`config.mk`:
```
export PLATFORM = sky130hd
export DESIGN_NAME = router_pkt_tx
export DESIGN_NICKNAME = d
export VERILOG_FILES = /design/src/rtl/router_pkt_tx.sv
export SDC_FILE = /design/constraint.sdc
export NUM_CORES = 1
export LEC_CHECK = 0
export CAP_MARGIN = 10
export CORE_MARGIN = 2
export CORE_UTILIZATION = 50
export CTS_CLUSTER_DIAMETER = 50
export DETAILED_ROUTE_END_ITERATION = 10
export PLACE_DENSITY = 0.76
export SLEW_MARGIN = 10
export SYNTH_ARGS = -nofsm -noshare
export SYNTH_HDL_FRONTEND = slang
export SYNTH_SLANG_ARGS = --single-unit
export TNS_END_PERCENT = 30
```
`constraint.sdc`:
```
create_clock -name i_clock -period 2.8 [get_ports i_clock]
set_input_delay 0.56 -clock i_clock [delete_from_list [all_inputs] [get_ports i_clock]]
set_output_delay 0.56 -clock i_clock [all_outputs]
set_load 0.01 [all_outputs]
```
`src/rtl/router_pkt_tx.sv`:
```
// router_pkt_tx: buffers a local payload, then sends header, payload and XOR parity to the router
module router_pkt_tx #(
  parameter int MAX_LEN = 63
) (
  input  logic       i_clock,
  input  logic       i_reset,
  input  logic       i_start,
  input  logic [1:0] i_dest_addr,
  input  logic [5:0] i_pay_len,
  input  logic       i_s_valid,
  input  logic [7:0] i_s_data,
  output logic       o_s_ready,
  input  logic       i_abort,
  input  logic       i_busy,
  input  logic       i_err,
  output logic       o_pkt_valid,
  output logic [7:0] o_data_out,
  output logic       o_tx_busy,
  output logic       o_cmd_err,
  output logic       o_done,
  output logic       o_tx_err
);
  typedef enum logic [2:0] {IDLE, COLLECT, HEADER, PAYLOAD, PARITY, ERR_WAIT} state_t;
  state_t      r_state;
  logic [7:0]  r_buf [MAX_LEN];
  logic [5:0]  r_len, r_wr_ptr, r_rd_ptr;
  logic [1:0]  r_addr;
  logic [7:0]  r_parity, r_data_out;
  logic        r_s_ready, r_pkt_valid, r_cmd_err, r_done, r_tx_err, r_cnt;
  logic        w_take, w_acc, w_last_wr, w_last_rd;
  logic [7:0]  w_rd_next;
  assign w_take    = !i_busy;
  assign w_acc     = r_s_ready && i_s_valid;
  assign w_last_wr = r_wr_ptr == r_len - 6'd1;
  assign w_last_rd = r_rd_ptr == r_len - 6'd1;
  assign w_rd_next = r_buf[r_rd_ptr + 6'd1];
  assign o_s_ready   = r_s_ready;
  assign o_pkt_valid = r_pkt_valid;
  assign o_data_out  = r_data_out;
  assign o_tx_busy   = r_state != IDLE;
  assign o_cmd_err   = r_cmd_err;
  assign o_done      = r_done;
  assign o_tx_err    = r_tx_err;
  // payload buffer, not reset; written only while collecting
  always_ff @(posedge i_clock)
    if (r_state == COLLECT && w_acc) r_buf[r_wr_ptr] <= i_s_data;
  // packet FSM; data_out is preloaded so each byte is ready the cycle its state begins
  always_ff @(posedge i_clock or posedge i_reset)
    if (i_reset) begin
      r_state     <= IDLE;
      r_len       <= '0;
      r_addr      <= '0;
      r_wr_ptr    <= '0;
      r_rd_ptr    <= '0;
      r_parity    <= '0;
      r_data_out  <= '0;
      r_s_ready   <= 1'b0;
      r_pkt_valid <= 1'b0;
      r_cmd_err   <= 1'b0;
      r_done      <= 1'b0;
      r_tx_err    <= 1'b0;
      r_cnt       <= 1'b0;
    end else begin
      r_cmd_err <= 1'b0;
      r_done    <= 1'b0;
      if (r_state != IDLE && i_abort) begin
        r_state     <= IDLE;
        r_pkt_valid <= 1'b0;
        r_data_out  <= '0;
        r_s_ready   <= 1'b0;
        r_wr_ptr    <= '0;
        r_rd_ptr    <= '0;
        r_parity    <= '0;
      end else
        case (r_state)
          IDLE:
            if (i_start) begin
              if (i_pay_len != 6'd0 && i_dest_addr != 2'd3) begin
                r_len     <= i_pay_len;
                r_addr    <= i_dest_addr;
                r_tx_err  <= 1'b0;
                r_wr_ptr  <= '0;
                r_s_ready <= 1'b1;
                r_state   <= COLLECT;
              end else r_cmd_err <= 1'b1;
            end
          COLLECT:
            if (w_acc) begin
              r_wr_ptr <= r_wr_ptr + 6'd1;
              if (w_last_wr) begin
                r_s_ready   <= 1'b0;
                r_pkt_valid <= 1'b1;
                r_data_out  <= {r_len, r_addr};
                r_state     <= HEADER;
              end
            end
          HEADER:
            if (w_take) begin
              r_parity   <= r_data_out;
              r_rd_ptr   <= '0;
              r_data_out <= r_buf[0];
              r_state    <= PAYLOAD;
            end
          PAYLOAD:
            if (w_take) begin
              r_parity <= r_parity ^ r_data_out;
              r_rd_ptr <= r_rd_ptr + 6'd1;
              if (w_last_rd) begin
                r_pkt_valid <= 1'b0;
                r_data_out  <= r_parity ^ r_data_out;
                r_state     <= PARITY;
              end else r_data_out <= w_rd_next;
            end
          PARITY:
            if (w_take) begin
              r_data_out <= '0;
              r_cnt      <= 1'b0;
              r_state    <= ERR_WAIT;
            end
          ERR_WAIT: begin
            r_tx_err <= r_tx_err | i_err;
            r_cnt    <= 1'b1;
            if (r_cnt) begin
              r_done  <= 1'b1;
              r_state <= IDLE;
            end
          end
          default: r_state <= IDLE;
        endcase
    end
endmodule

```
Yosys cells after proc, flatten, opt, wreduce, memory -nomap -nowiden

Memories as Yosys holds them, arrays and structs flattened.
Cells that the tools add are included.

Flip-flop bits (word level): 45
Bits in latches: 0
Memory bits (writable): 504
Bits in read-only memories: 0
Input port bits: 23
Output and inout bits: 14
Logic and storage cells: 120
Memories: 1

Add/sub/neg operators: 3
$mul: 0
Divide/modulo/power cells: 0
Order comparisons: 0
Equality and inequality tests: 20
Shift operators: 0
Mux-type cells: 58
Bitwise logic cells: 3
Reduce and logical (&&, ||, !) cells: 22

Memories:

| memory | depth | bits a word | read ports | clocked after Yosys merged registers in | wr ports | line | RTL |
|---|---|---|---|---|---|---|---|
| r_buf  | 63    | 8           | 2          | 0                                       | 1        | 25   | `logic [7:0] r_buf [MAX_LEN];` |

Operator list:

| kind                                                | number |
|---|---|
| two-way mux 8 bit                                   | 10 |
| two-way mux 6 bit                                   | 7 |
| case mux 8 bit (4 select lines)                     | 1 |
| two-way mux 3 bit                                   | 10 |
| case mux 6 bit (2 select lines)                     | 2 |
| two-way mux 1 bit                                   | 22 |
| != test 3 bit, second input constant                | 7 |
| case mux 3 bit (6 select lines)                     | 1 |
| case mux 8 bit (2 select lines)                     | 1 |
| adder 6 x 1 -> 6 bit, second input constant         | 2 |
| equality test 6 bit                                 | 2 |
| AND reduction 4 bit                                 | 3 |
| nonzero test 3 bit                                  | 4 |
| AND reduction 5 bit                                 | 2 |
| AND reduction 9 bit                                 | 1 |
| != test 2 bit, second input constant                | 4 |
| case mux 1 bit (2 select lines)                     | 4 |
| bitwise XOR 8 bit                                   | 1 |
| equality test 3 x 2 -> 1 bit, second input constant | 2 |
| equality test 3 bit, second input constant          | 2 |
| != test 3 x 2 -> 1 bit, second input constant       | 2 |
| AND reduction 3 bit                                 | 2 |
| AND reduction 6 bit                                 | 1 |
| nonzero test 6 bit                                  | 1 |
| 8 further kinds                                     | 12 |

Longest topological paths before layout

Gate-level depths: netlist of the first run.

Depth after elaboration: 6
Depth in mapped cells: 11
Depth with buffers taken out: 9

Worst setup path after synthesis of the first run

No wires, ideal clock.

Path kind: register to register
From: reg r_rd_ptr[1]
To: reg r_data_out[1], in the netlist o_data_out[1]
Library setup time: 0.128 ns
Data arrival time: 2.430 ns
Data required time: 2.672 ns
Slack: 0.241 ns
Cell stages (with the launch flop): 8
Buffers on the path: 2
Clock period less this slack: 2.559 ns
Cells stage by stage: dfrtp_1 -> ha_1 -> buf_2 -> buf_1 -> mux4_2 -> mux4_1 -> a211oi_1 -> o31ai_1

Longest elaborated chain between the ends: 6
Elaborated cells on any way between the ends: 7
Those cells by class: add/sub: 1; eq/ne: 1; mux: 4; memory: 1

RTL lines:

| item                                | line | RTL |
|---|---|---|
| from (decl)                         | 26   | `logic [5:0] r_len, r_wr_ptr, r_rd_ptr;` |
| from (signal assigned)              | 107  | `r_rd_ptr <= r_rd_ptr + 6'd1;` |
| adder 6 x 1 -> 6 bit                | 36   | `assign w_rd_next = r_buf[r_rd_ptr + 6'd1];` |
| memory (63 x 8 bit)                 | -    |  |
| two-way mux 8 bit (*)               | 108  | `if (w_last_rd) begin` |
| two-way mux 8 bit (*)               | 105  | `if (w_take) begin` |
| case mux 8 bit (4 select lines) (*) | 75   | `case (r_state)` |
| two-way mux 8 bit (*)               | 66   | `if (r_state != IDLE && i_abort) begin` |
| to (signal assigned)                | 101  | `r_data_out <= r_buf[0];` |
| to (signal assigned)                | 110  | `r_data_out <= r_parity ^ r_data_out;` |
| to (signal assigned)                | 112  | `end else r_data_out <= w_rd_next;` |
| to (decl)                           | 28   | `logic [7:0] r_parity, r_data_out;` |

Every way passes the cells marked *; elsewhere a longest branch is shown, timed or not. The select of a mux whose other input is x is not followed.
A chain may end at the register's enable or synchronous reset.

Worst setup path in the final report of the first run

From: reg r_rd_ptr[0]
To: reg r_data_out[1], in the netlist o_data_out[1]

Same word-level chain as after synthesis.

==> flow_summary_export.csv, run 1 <==
group,metric,value,unit
run_status,violations,"negative setup slack",
clock_tree,cts_buffers,56,
drt,final_ant_viol_nets,0,
synth,yosys.area.top_type_share,0.664,
drt,drt_iter0_drc,1428,
grt,track_usage,0.224,
cells_and_area,syn2layout_area_growth,16.4,%
clock_tree,cts.root.buffer_cell,"clkbuf_16",
synth,synth_cell_type_count,69,
floorplan,chipHeight,217,um
clock_tree,cts_sinks,549,
floorplan,design.die.area,47300,um^2
worst_setup_path,timing.critical_path.slowest_cell_delay,0.57,ns
sta,report.final.setup_viol,2,
cells_and_area,fraction_of_final_layout_cells_with_drive_strength_greater_than_1,0.253,
clock_tree,clk_latency,0.60,ns
sta,timing_worst_slew_pin_value,1.15,ns
grt,grt_antenna_before_repair,0,
job,cap_viol_max_count,0,
clock_tree,clock_tree.buffer_depth,3,
synth,synth_top_cell_by_area,"edfxtp_1",
synth,synth_edf_count,504,
grt,first_global_vias,12400,
floorplan,floorplan.core_area,45200,um^2
floorplan,ioPinCount,37,
sta,post-route-period-util,1.04,
worst_setup_path,endpoint_kind,"flip-flop",
grt,globalRouteOverflowTotal,0,
sta,rsz0062_at_grt,"yes",
drt,dr.pass1.iters,7,
synth,mappedNetlistArea,22800,um^2
drt,route.detailed.drc,0,
synth,synth.ff_latch_count,549,
place,place_worst_setup_slack,-0.0645,ns
drt,dr_total_vias,12400,
sta,worst_slack,-0.103,ns
cells_and_area,post_layout_instance_area,26500,um^2
floorplan,chipWidth,217,um
sta,slew-limit-headroom,0.236,
place,placement.cell_area,24600,um^2
sta,final.hold.worst_slack,0.166,ns
worst_setup_path,setup.worst_path.class,"reg -> reg",
sta,skew,0.0138,ns
worst_setup_path,critical_path.slowest_cell,"dfrtp_4",
drt,totalWireLength,51700,um
synth,netlist_instances,1227,
synth,top_cells_by_area_synth,"edfxtp_1, mux4_2, dfrtp_1",
sta,setup_total_neg_slack,-0.119,ns
sta,hold_vio_cnt_final,0,
sta,max_freq,0.345,GHz
worst_setup_path,sequence_of_cells_on_the_critical_path,"ha_4 > buf_16 > mux4_2 > mux4_1 > a211oi_1 > o31ai_1",
floorplan,floorplan.rows,78,
power,power_density_over_the_cells,791,nW/um^2
synth,synth-main-ff-cell,"edfxtp_1",
cells_and_area,nets,1425,
drt,drt-vias-per-instance,6.09,
power,worst_ir_drop_vdd,0.000557,V
synth,synth_async_sr_flop_share,0.0820,
floorplan,start_util,0.504,
sta,post-route-min-period,2.90,ns
clock_tree,tritoncts_clock_tree,"done",
place,buffer_ports.inserted,36,
worst_setup_path,startpoint_type,"flip-flop",
run_status,status,"complete, but fails checks",
grt,grt_start_max_net_pins,64,
clock_tree,path_clk_slew,0.07,ns
synth,syn-mean-instance-area,18.6,um^2
min_path,worst_hold_path_type,"in -> reg",
clock_tree,htree_num_levels,2,
synth,synthesis.yosys.warnings,0,
worst_setup_path,cp-startpoint,"r_rd_ptr[0]",
worst_setup_path,crit_path_max_fanout,43,
power,standby_leakage_power,8.64,nW
synth,net_count_after_synthesis,1253,
drt,wl_per_cell,25.3,um
min_path,hold_path_startpoint,"i_s_data[3]",
grt,grt_first_pass_wirelength,78500,um
place,gp_congestion,0.947,
worst_setup_path,arrival,3.37,ns
sta,report.final.slew_viol_count,0,
worst_setup_path,cp_data_required_time,3.26,ns
worst_setup_path,r2r_start,"r_rd_ptr[0]",
cells_and_area,final_core_utilization,0.587,
place,dp_hpwl,32700,um
cells_and_area,diodes,0,
synth,yosysSeqAreaShare,0.714,
-- critical path: cells and delay by family, from the launching register on --
kind	cells	cell delay [ns]
buffers and inverters	1	0.25
AOI/OAI and AO/OA	2	0.65
muxes	2	0.85
DFF	1	0.57
adders and majority gates	1	0.42
-- placed cells by master, fill, tap and decap left out, types with 6 or more instances in the layout --
| master | instances |
|---|---|
| xnor2_1 | 13 |
| a32oi_1 | 11 |
| clkinv_2 | 8 |
| mux2_2 | 10 |
| nand3_1 | 19 |
| edfxtp_1 | 504 |
| buf_2 | 8 |
| clkinvlp_4 | 6 |
| o21ai_0 | 48 |
| nor2_1 | 105 |
| buf_12 | 9 |
| a21oi_1 | 16 |
| nand2_1 | 71 |
| clkbuf_1 | 6 |
| mux4_1 | 34 |
| clkinv_1 | 14 |
| o31ai_1 | 6 |
| nor3_1 | 7 |
| clkdlybuf4s50_1 | 28 |
| inv_1 | 10 |
| mux4_2 | 95 |
| buf_4 | 133 |
| clkbuf_16 | 58 |
| o22ai_1 | 15 |
| nor2b_1 | 6 |
| xor2_1 | 14 |
| mux2i_1 | 44 |
| dfrtp_1 | 43 |
-- synthesized netlist by cell type (4+ instances only) --
cell type    n
a22oi_1      5
buf_12       4
mux4_2      92
buf_1        5
edfxtp_1   504
a21oi_1     16
a311oi_1     4
nor3_1       7
inv_1       11
a22o_1       5
a32oi_1     11
clkbuf_1    18
buf_4        9
buf_2       22
o22ai_1     15
mux2_2      10
mux4_1      37
nand2_1     71
o21ai_0     48
buf_6        8
a211oi_1     9
xnor2_1     13
nor2_1     105
mux2i_1     46
nor2b_1      6
xor2_1      14
o31ai_1      6
nand3_1     19
dfrtp_1     45
-- where the power goes --
group          internal (mW)  switching [mW]
sequential              9.19           0.402
clock                   4.19            3.06
combinational           2.01            2.11
-- worst paths after layout --
check	end	slack [ns]	depth (start not counted)
max	o_data_out[1]	-0.10	6
min	r_buf[61][3]	0.17	1
max reg2reg	o_data_out[1]	-0.10	6
min reg2reg	o_tx_err	0.50	1
max in group asynchronous	r_len[2]	1.75	3
min in group asynchronous	r_parity[2]	0.38	2
-- cell type report --
class                   count  area (um^2)
inverters                  11         41.3
well taps                 600          751
repair buffers            183         1600
fillers                  3240        18700
multi-input cells         598         6050
clock inverters            38          349
flip-flops and latches    549        16300
clock buffers              63         1450
-- metrics by stage --
step	power, mW	cells
after CTS	21.0	2038
after detailed placement	13.8	1937
after global routing	21.7	2042
after floorplan	12.4	1227
final	21.0	2042
after global placement	13.7	1937
-- sequential cells by signal (all words and copies together), names as in the netlist, 2 cells and up --
register and cells:
o_data_out 8, r_addr 2, r_buf 504, r_len 6, r_parity 8, r_rd_ptr 6
r_state 3, r_wr_ptr 6
-- per-layer routing --
layer	GRT usage	vias to the layer above	wire length, um
li1	-	5320	-
met3	0.0502	100	4390
met4	0.0676	0	1390
met1	0.309	6439	20800
met2	0.359	580	25100
met5	0	-	0
-- cell families after synthesis --
family | count (synthesis) | synth area share
adder cells (fa/ha/maj) | 3 | 0.00165
multiplexers | 185 | 0.159
flip-flops | 549 | 0.714
AND/OR/NAND/NOR | 236 | 0.0463
XOR/XNOR | 32 | 0.0158
AO/OA/AOI/OAI | 142 | 0.0415
buffers and inverters | 80 | 0.0221
-- timing repair --
item | 4_1_cts | 5_1_grt
setup endpoints to repair | 2 | 6
pin swaps | 0 | 1
resized for setup | 3 | 12
cloned | 0 | 1
hold buffers | 0 | 0
setup buffers | 0 | 3
No activity file was read; power rests on OpenSTA's default activity.
==> run 2, diff against run 1 <==
- CORE_ASPECT_RATIO: default -> 1.25
==> flow_summary_export.csv, run 2 (synthesis gave the netlist of run 1 again) <==
group,metric,value,unit
worst_setup_path,sequence_of_cells_on_the_critical_path,"ha_4 > buf_4 > buf_12 > mux4_2 > mux4_2 > a211oi_2 > a311o_1 > o221ai_2",
floorplan,chipWidth,195,um
grt,globalRouteOverflowTotal,0,
cells_and_area,max_reg_flops,504,
clock_tree,cts.root.buffer_cell,"clkbuf_16",
grt,track_usage,0.218,
drt,final_ant_viol_nets,0,
sta,skew,0.0114,ns
clock_tree,clk_latency,0.58,ns
sta,timing_worst_slew_pin_value,0.824,ns
cells_and_area,diodes,0,
place,buffer_ports.inserted,36,
drt,dr_total_vias,12400,
sta,max_freq,0.363,GHz
place,gp_congestion,0.919,
clock_tree,tritoncts_clock_tree,"done",
drt,drt-vias-per-instance,6.11,
cells_and_area,mostFrequentLayoutCell,"edfxtp_1",
grt,grt_first_pass_wirelength,77700,um
drt,totalWireLength,51400,um
floorplan,start_util,0.505,
clock_tree,clock_tree.buffer_depth,3,
cells_and_area,syn2layout_area_growth,15.8,%
floorplan,design.die.area,47300,um^2
worst_setup_path,critical_path.slowest_cell,"dfrtp_4",
drt,drt_iter0_drc,1286,
grt,grt_start_max_net_pins,64,
worst_setup_path,cp_data_required_time,3.26,ns
cells_and_area,mostFrequentLayoutCells,"edfxtp_1, buf_4, nor2_1",
floorplan,ioPinCount,37,
worst_setup_path,worst-path-buf-inv,2,
worst_setup_path,crit_path_max_fanout,16,
worst_setup_path,setup.worst_path.class,"reg -> reg",
floorplan,floorplan.rows,87,
floorplan,floorplan.core_area,45100,um^2
grt,first_global_vias,12600,
clock_tree,htree_num_levels,2,
grt,grt_antenna_before_repair,0,
cells_and_area,nets,1435,
sta,hold_vio_cnt_final,0,
worst_setup_path,critical_path_most_common_cell,"mux4_2",
floorplan,chipHeight,243,um
power,standby_leakage_power,8.63,nW
clock_tree,cts_buffers,49,
worst_setup_path,startpoint_type,"flip-flop",
job,cap_viol_max_count,0,
sta,final.hold.worst_slack,0.342,ns
power,power_density_over_the_cells,770,nW/um^2
sta,post-route-period-util,0.983,
drt,route.detailed.drc,0,
worst_setup_path,path_delay_family,"multiplexers",
sta,setup_total_neg_slack,0,ns
power,worst_ir_drop_vdd,0.000443,V
sta,report.final.slew_viol_count,0,
clock_tree,cts_sinks,549,
cells_and_area,fraction_of_final_layout_cells_with_drive_strength_greater_than_1,0.253,
run_status,status,"completed",
cells_and_area,final_core_utilization,0.585,
worst_setup_path,endpoint_kind,"flip-flop",
sta,report.final.setup_viol,0,
min_path,worst_hold_path_type,"in -> async",
worst_setup_path,timing.critical_path.slowest_cell_delay,0.51,ns
clock_tree,cts.hold.buffers_added,0,
clock_tree,path_clk_slew,0.07,ns
sta,slew-limit-headroom,0.450,
place,placedCellCount,1932,
place,dp_hpwl,33400,um
cells_and_area,top_register_by_number_of_flip_flops,"r_buf",
drt,dr.pass1.iters,5,
drt,wl_per_cell,25.4,um
sta,post-route-min-period,2.75,ns
worst_setup_path,arrival,3.21,ns
cells_and_area,final_cells,2027,
[run 2: cell count changes in the layout (fill, tap and decap cells not counted), sizes merged]
cell / previous run / this run
inv: 12 / 14
clkbuf: 64 / 65
bufinv: 5 / 3
clkinvlp: 6 / 2
buf: 154 / 172
clkinv: 26 / 18
[run 2: power by group]
group	leakage (nW)	switching (mW)	internal, mW
sequential	5.11	0.340	9.19
combinational	2.76	2.14	2.08
clock	0.763	2.88	3.68
[run 2: repair_timing]
action | 4_1_cts | 5_1_grt
resized for setup | 0 | 6
hold endpoints to repair | 0 | 0
setup buffers | 0 | 4
endpoints found under the setup margin | 0 | 4
[run 2: area by class of cell]
class / count / area [um^2]
timing repair buffer: 200 / 1740
clock buffer: 65 / 1350
fill: 3213 / 18700
clock inverter: 26 / 214
sequential: 549 / 16300
inverter: 11 / 41.3
multi-input combinational: 598 / 6030
tap: 578 / 723
[run 2: worst reg2reg max path, cell delays in order (launching register included)]
cell and delay, ns:
dfrtp_4 0.51, ha_4 0.43, buf_4 0.18, buf_12 0.15, mux4_2 0.35, mux4_2 0.49
a211oi_2 0.23, a311o_1 0.21, o221ai_2 0.10
[run 2: worst paths after layout]
kind                        startpoint             to  slack [ns]  cells past startpoint
max                        r_rd_ptr[0]  o_data_out[2]        0.05                      8
max reg2reg                r_rd_ptr[0]  o_data_out[2]        0.05                      8
min                            i_reset    r_parity[2]        0.34                      2
min reg2reg                   o_tx_err       o_tx_err        0.50                      1
min in group i_clock       i_s_data[0]   r_buf[39][0]        0.48                      1
max in group asynchronous      i_reset    r_parity[4]        1.93                      3
[run 2: metal layers]
layer	vias to the layer above	track usage	wire length, um
met3	137	0.0292	3040
met1	6385	0.276	19500
li1	5331	-	-
met5	-	0	0
met2	533	0.372	26200
met4	0	0.112	2740
[run 2: per-stage QoR]
step / setup WS (ns) / area [um^2] / power, mW
final: 0.0463 / 26400 / 20.3
after global routing: -0.00376 / 26400 / 21.0
after CTS: 0.00796 / 26300 / 20.4
after detailed placement: 0.0180 / 24800 / 13.8
after global placement: 0.0567 / 24800 / 13.8
after floorplan: 0.241 / 22800 / 12.4
==> RTL change (config.mk and constraints of run 2) <==
Change the parameter `MAX_LEN` from 63 to 126.
--- a/src/rtl/router_pkt_tx.sv
+++ b/src/rtl/router_pkt_tx.sv
@@ -1,5 +1,5 @@
 // router_pkt_tx: buffers a local payload, then sends header, payload and XOR parity to the router
 module router_pkt_tx #(
-  parameter int MAX_LEN = 63
+  parameter int MAX_LEN = 126
 ) (
   input  logic       i_clock,
Formal check against the unedited RTL: no difference found for any inputs over 4 cycles, from zero or initial values and one cycle with i_reset high; that may be too few to reach the edited logic, so the function may still have changed.
==> RTL change against run 2 <==
  * The flow now finishes with violations (setup timing)
  * Final area rose by 0.93%
  * Area after synthesis fell by 0.27%
  * Sequential share of layout area rose by 0.34 points
  * Sequential cell count rose by 8
  * Clock skew rose by 0.018 ns
  * Critical path depth rose by 1
  * Count of clock-buffer cells in the layout fell by 9
  * Wire length rose by 2.5%
  * Worst setup slack got worse by 0.058 ns
  * Synthesized cell count fell by 2.9%
  * Via count fell by 0.81%
  * Hold slack got worse by 0.071 ns
  * Critical endpoint is now o_data_out[7]
Power is not compared: it rests on default switching activity, and its combinational part moved more than twofold at a synthesized area within 25%.
==> RTL change: results (changes against run 2) <==
[critical_path]
crit_arrival_ns = 3.26  ; +0.05 ns
ff2ff_path_depth = 9  ; +1
critPathMaxFanout = 18  ; +2

[sta]
fin_ws_ns = -0.0112  ; -0.0575 ns
holdWs_ns = 0.271  ; -0.0707 ns
setup_viol = 1  ; +1

[status]
violations = setup timing
status = complete, but fails checks

[yosys]
synth_edf_count = 512  ; +1.6%
synth_xor_area_share_pct = 1.23  ; -0.34 points
ys_seq_area_share_pct = 72.6  ; +1.3 points
synthAdderAreaFrac_pct = 0.165  ; +0.00045 points
syn_avg_cell_area_um2 = 19.1  ; +2.7%
synth_compound_area_share_pct = 4.02  ; -0.14 points
synthTopCellsByCount = edfxtp_1, mux4_2, nor2_1
synthArstFlopShare_pct = 8.08  ; -0.12 points

[layout]
layout.nonclk_buf_share_pct = 6.40  ; -0.21 points
drive_gt1_share_pct = 30.0  ; +4.7 points
num-fill-cells = 3114  ; -3.1%
buffers = 194  ; -3.0%
register_area_mm2 = 0.0165  ; +1.5%
multi_input_gates = 560  ; -6.4%
clkCellAreaFrac_pct = 6.36  ; +0.43 points
nets = 1399  ; -2.5%

[placement]
placed_area_mm2 = 0.0248  ; +0.20%

[drt]
viasPerCell = 6.16  ; +0.88%
drt-total-wl_um = 52700  ; +2.5%
drt_iter0_markers = 1269  ; -1.3%

[grt]
grt_antenna_before_repair = 1  ; +1
grt_pass1_vias = 12500  ; -0.57%

[cts]
clk_latency_ns = 0.60  ; +0.02 ns
cts.repair.resized = 6  ; +6

==> RTL change: cell types whose count changed in the layout (fill, tap and decap cells not counted), sizes merged, moves of 7 or more <==
cell / delta
a211oi: -7
a22oi: +11
a32o: +7
a32oi: -11
clkbuf: -9
edfxtp: +8
mux2i: -22
mux4: +17
nand2: -29
nor2: -11
nor3: +7
o22ai: -12
==> RTL change: through the flow <==
step	instances	setup TNS (ns)	util, %
5_1_grt	1993	-0.235	59.2
4_1_cts	1992	-0.0124	59.0
3_5_place_dp	1898	-0.0276	55.2
6_report	1993	-0.0112	59.2
2_1_floorplan	1191	0	-
3_3_place_gp	1898	0	55.2
==> RTL change: metal layers <==
layer / part of all wire, % / GRT usage (%) / up-vias
met5: 0.021 / 0 / -
li1: - / - / 5220
met4: 4.6 / 10.8 / 2
met1: 37 / 28.5 / 6340
met3: 7.2 / 3.68 / 126
met2: 51 / 38.5 / 598
